===== src/rtl/core_seq_pkg.sv =====
// Shared definitions for the instruction sequencer: state encodings and
// architectural constants used by the FSM and its bench.
package core_seq_pkg;

    typedef enum logic [2:0] {
        S_IDLE  = 3'd0,
        S_REQ   = 3'd1,
        S_WAIT  = 3'd2,
        S_EXEC  = 3'd3,
        S_WB    = 3'd4,
        S_HALT  = 3'd5,
        S_FAULT = 3'd6
    } seq_state_e;

    localparam logic [6:0]  OPC_SYSTEM = 7'b1110011;
    localparam logic [31:0] NOP_INSTR  = 32'h0000_0013;
    localparam logic [31:0] PC_STEP    = 32'd4;

    // ECALL/EBREAK share the SYSTEM opcode; either one stops the core.
    function automatic logic is_system(input logic [31:0] word);
        return word[6:0] == OPC_SYSTEM;
    endfunction

endpackage


===== src/rtl/core_seq_timeout.sv =====
// Cycle counter bounding how long the sequencer waits for an IMEM response.
// expired_o rises in the LIMIT-th counted cycle, so a wait lasts at most LIMIT cycles.
module core_seq_timeout #(
    parameter int LIMIT = 255
) (
    input  logic clk_i,
    input  logic rst_i,
    input  logic clear_i,
    input  logic en_i,
    output logic expired_o
);

    logic [7:0] cnt_q;
    logic [7:0] cnt_d;

    // Clear has priority over counting; counting stops at the limit.
    always_comb begin
        cnt_d = cnt_q;
        if (clear_i) begin
            cnt_d = 8'd0;
        end else if (en_i && !expired_o) begin
            cnt_d = cnt_q + 8'd1;
        end
    end

    // Counter register, cleared by reset.
    always_ff @(posedge clk_i) begin
        if (rst_i) begin
            cnt_q <= 8'd0;
        end else begin
            cnt_q <= cnt_d;
        end
    end

    assign expired_o = (cnt_q == 8'(LIMIT - 1));

endmodule


===== src/rtl/core_seq.sv =====
// Multi-cycle fetch/execute/writeback sequencer for the single-issue datapath.
// Handshake: a request transfers on a cycle where imem_req_valid_o and
// imem_req_ready_i are both high; valid and address stay stable until then.
// The response is a single-cycle imem_rsp_valid_i pulse, only honoured in WAIT.
module core_seq
    import core_seq_pkg::*;
#(
    parameter logic [31:0] RESET_PC = 32'h0,
    parameter int          TIMEOUT  = 255,
    parameter int          RET_W    = 32
) (
    input  logic             clk_i,
    input  logic             rst_i,
    input  logic             run_i,
    output logic             imem_req_valid_o,
    input  logic             imem_req_ready_i,
    output logic [31:0]      imem_addr_o,
    input  logic             imem_rsp_valid_i,
    input  logic [31:0]      imem_rsp_data_i,
    output logic [31:0]      instr_o,
    input  logic             ctrl_rf_we_i,
    output logic             rf_we_o,
    output logic [31:0]      pc_o,
    output logic [RET_W-1:0] retired_o,
    output logic             halted_o,
    output logic             fault_o,
    output logic [2:0]       state_o
);

    seq_state_e       state_q, state_d;
    logic [31:0]      pc_q, pc_d;
    logic [31:0]      instr_q, instr_d;
    logic [RET_W-1:0] retired_q, retired_d;
    logic             wait_expired;

    // The counter restarts every time WAIT is entered and only advances
    // on cycles that pass without a response.
    core_seq_timeout #(
        .LIMIT(TIMEOUT)
    ) u_timeout (
        .clk_i    (clk_i),
        .rst_i    (rst_i),
        .clear_i  (state_q != S_WAIT),
        .en_i     ((state_q == S_WAIT) && !imem_rsp_valid_i),
        .expired_o(wait_expired)
    );

    // Next-state and datapath-register update logic for the sequencer.
    always_comb begin
        state_d   = state_q;
        pc_d      = pc_q;
        instr_d   = instr_q;
        retired_d = retired_q;
        case (state_q)
            S_IDLE: begin
                if (run_i) state_d = S_REQ;
            end
            S_REQ: begin
                if (imem_req_ready_i) state_d = S_WAIT;
            end
            S_WAIT: begin
                // A response arriving in the last allowed cycle still wins.
                if (imem_rsp_valid_i) begin
                    instr_d = imem_rsp_data_i;
                    state_d = S_EXEC;
                end else if (wait_expired) begin
                    state_d = S_FAULT;
                end
            end
            S_EXEC: begin
                state_d = is_system(instr_q) ? S_HALT : S_WB;
            end
            S_WB: begin
                pc_d      = pc_q + PC_STEP;
                retired_d = retired_q + RET_W'(1);
                state_d   = run_i ? S_REQ : S_IDLE;
            end
            S_HALT:  state_d = S_HALT;
            S_FAULT: state_d = S_FAULT;
            default: state_d = S_FAULT;
        endcase
    end

    // Sequencer registers; reset abandons any fetch in flight.
    always_ff @(posedge clk_i) begin
        if (rst_i) begin
            state_q   <= S_IDLE;
            pc_q      <= RESET_PC;
            instr_q   <= NOP_INSTR;
            retired_q <= '0;
        end else begin
            state_q   <= state_d;
            pc_q      <= pc_d;
            instr_q   <= instr_d;
            retired_q <= retired_d;
        end
    end

    assign imem_req_valid_o = (state_q == S_REQ);
    assign imem_addr_o      = pc_q;
    assign instr_o          = instr_q;
    assign rf_we_o          = (state_q == S_WB) && ctrl_rf_we_i;
    assign pc_o             = pc_q;
    assign retired_o        = retired_q;
    assign halted_o         = (state_q == S_HALT);
    assign fault_o          = (state_q == S_FAULT);
    assign state_o          = state_q;

endmodule


===== config.mk =====
export PLATFORM = sky130hd
export DESIGN_NAME = core_seq
export DESIGN_NICKNAME = d
export VERILOG_FILES = /design/src/rtl/core_seq_pkg.sv /design/src/rtl/core_seq_timeout.sv /design/src/rtl/core_seq.sv
export SDC_FILE = /design/constraint.sdc
export NUM_CORES = 1
export LEC_CHECK = 0
export ABC_AREA = 1
export BUFFER_PORTS_ARGS = -buffer_cell sky130_fd_sc_hd__buf_2
export CORE_MARGIN = 5
export CORE_UTILIZATION = 51
export CTS_CLUSTER_SIZE = 8
export DETAILED_ROUTE_END_ITERATION = 10
export HOLD_SLACK_MARGIN = 0.03
export PLACE_DENSITY = 0.8
export SYNTH_ARGS = -nofsm -noshare
export SYNTH_HDL_FRONTEND = slang
export SYNTH_HIERARCHICAL = 1
export SYNTH_SLANG_ARGS = --single-unit

===== constraint.sdc =====
create_clock -name clk_i -period 1.7 [get_ports clk_i]
set_input_delay 0.425 -clock clk_i [delete_from_list [all_inputs] [get_ports clk_i]]
set_output_delay 0.425 -clock clk_i [all_outputs]
set_load 0.05 [all_outputs]

==> qor.csv <==
stage,metric,value,unit
detailed_routing,wl_met3,1147,um
detailed_routing,routed-wl-met2,6628,um
timing,rsz0062_at_grt,yes,
min_path,hold_path_class,in -> reg,
die,die_y,112.9,um
yosys,netlist_top_cells_area,"dfxtp_1, nor2_1, nand2_1",
pwr,leakagePower,0.003140,uW
min_path,min_path_cells,3,
timing,setup_viol,1,
placement,finalWeightedCongestion,0.8595,
clock_network,insertion_delay,0.37,ns
layout,fin_nets,1005,
timing,fmax,586.1,MHz
detailed_routing,num_vias,5397,
min_path,worst_hold_path.endpoint,instr_o[4],
yosys,synth-edff-count,0,
layout,nFillCells,982,
detailed_routing,viasPerCell,4.889,
timing,timing.final.ws_setup,-0.006259,ns
placement,dp_hpwl,10520,um
status,violations,negative setup slack,
die,die_w,112.9,um
clock_network,h-tree-depth,3,
die,start_util,52.26,%
min_path,hp-start,imem_rsp_data_i[4],
timing,period_needed,1.706,ns
critical_path,worstSetupPathType,reg -> out,
timing,maxSlewViolCount,0,
clock_network,root_buffer,clkbuf_8,
detailed_routing,topRoutingLayerUsed,met4,
detailed_routing,drtAntennaViolNets,0,
yosys,synth_seq_cells,105,
layout,n_antenna_cell,0,
layout,final_util,64.89,%
yosys,synth_cell_types,38,
grt,grt_antenna_before_repair,0,
grt,track_usage,20.83,%
grt,grt_pass1_vias,4734,
timing,min_period_over_period,100.4,%
critical_path,worstPathRequired,1.27,ns
grt,grt_max_degree,37,
detailed_routing,wl_per_cell,12.80,um
clock_network,clk_pin_slew,0.10,ns
die,ioPinCount,173,
yosys,synth_area_per_cell,6.736,um2
critical_path,r2r_end,imem_addr_o[16],
critical_path,arrival,1.28,ns
yosys,yosys_warnings,6,
detailed_routing,drc,0,
layout,syn_to_final_growth,24.17,%
yosys,yosysTopAreaCell,dfxtp_1,
grt,grt_overflow,0,
yosys,async_flop_share,0,%
yosys,synthFlopType,dfxtp_1,
placement,io_buffer_count,168,
yosys,synth_top_cell_area_share,38.96,%
detailed_routing,wl_met1,6190,um
pwr,power,6350,uW
critical_path,crit_fanout,6,
critical_path,start_kind,flip-flop,
yosys,synth_area,5395,um2
clock_network,cts_buffers,9,
layout,mostFrequentLayoutCell,nor2_1,
critical_path,r2r_slack,0.11,ns
yosys,synthCells,801,
die,die_area,12740,um2
timing,hold_violations,0,
layout,layout_common_cells,"nor2_1, buf_2, nand2_1",
flow_run,max_cap_violations,0,
status,status,"finished, violations left",
die,core_area,10320,um2
detailed_routing,drt-pass1-iter-count,6,
clock_network,cts_buffer_depth,2,
clock_network,clock_sinks,105,
detailed_routing,first_iter_violations,310,
yosys,ys_seq_area_share,38.96,%
critical_path,ff2ff_path_depth,9,
pwr,p_per_area,948.0,nW/um2
critical_path,r2r-start,state_o[1],
timing,holdWs,0.2616,ns
critical_path,end_kind,output pin,
placement,dp_worst_setup_slack,0.1236,ns
layout,drive_gt1_share,28.41,%
grt,grt_pass1_wl,22220,um
pwr,ir_worst_vdd,653.3,uV
timing,fin_skew,0.009937,ns
clock_network,cts_tree,built,
detailed_routing,drt_wl_total,14130,um
die,num_rows,37,
==> what timing repair did <==
| action | in CTS | in global routing |
|---|---|---|
| buffers inserted | 1 | 11 |
| setup endpoints to repair | 4 | 11 |
| hold endpoints to repair | 0 | 0 |
| resized for setup | 14 | 12 |
| cloned | 0 | 1 |
| pin swaps | 2 | 3 |
| hold buffers | 0 | 0 |
==> worst max path at each step <==
stage,start,endpoint,cells past startpoint
6_report,state_o[1],rf_we_o,4
5_1_grt,state_o[1],rf_we_o,4
4_1_cts,state_o[1],rf_we_o,4
3_5_place_dp,state_o[1],imem_addr_o[25],8
3_3_place_gp,imem_addr_o[2],imem_addr_o[28],8
2_1_floorplan,retired_o[0],retired_o[24],9
==> report_power, final <==
group | leakage [uW] | internal (uW) | switching, uW
sequential | 0.000856 | 2640 | 120
clock | 0.000107 | 836 | 868
combinational | 0.00218 | 561 | 1330
total | 0.00314 | 4040 | 2310
==> per-stage QoR <==
step	TNS [ns]	instance area, um2	instances
5_1_grt	-0.1100	6699	1104
6_report	-0.006259	6699	1104
2_1_floorplan	0	5448	804
3_5_place_dp	0	6284	1075
3_3_place_gp	0	6284	1075
4_1_cts	-0.04784	6551	1092
==> critical path, stage by stage (launching register included) <==
cell and delay, ns:
dfxtp_4 0.38, nor2_4 0.18, nand2_8 0.10, nor2_4 0.10, buf_8 0.15
==> metal layers <==
layer / GRT usage [%] / vias to the layer above
met5: 0 / -
met4: 6.490 / 0
met3: 5.722 / 15
met2: 34.44 / 159
met1: 26.48 / 2411
li1: - / 2812
==> synthesized netlist by cell type, types with 8 or more instances <==
master / count
a21oi_1: 27
buf_4: 35
clkbuf_1: 8
dfxtp_1: 105
inv_1: 93
nand2_1: 145
nand3_1: 54
nand4_1: 17
nor2_1: 173
nor2_2: 11
nor2_4: 8
nor3_1: 18
o21ai_0: 52
==> state kept, by name, summed over array words and instances, names as in the netlist <==
| register | cells |
|---|---|
| u_timeout/cnt_q | 8 |
| state_o | 3 |
| retired_o | 32 |
| imem_addr_o | 30 |
| instr_o | 32 |
==> kinds of logic after synthesis <==
family	count (synthesis)	synth area share (%)
AND/OR/NAND/NOR	445	36.80
buffers and inverters	147	13.01
flip-flops	105	38.96
AO/OA/AOI/OAI	88	8.442
XOR/XNOR	11	1.786
adder cells (fa/ha/maj)	4	0.9277
other	1	0.06951
==> area by class of cell <==
cell class              instances  area (um2)  share of cell area, %
clock buffers                  10       127.6                  1.905
repair buffers                199        1151                  17.18
multi-input cells             553        2671                  39.88
clock inverters                 6       90.09                  1.345
well taps                     136       170.2                  2.540
flip-flops and latches        105        2130                  31.79
inverters                      95       359.1                  5.360
Note: power is estimated with default switching activity, not from simulation.
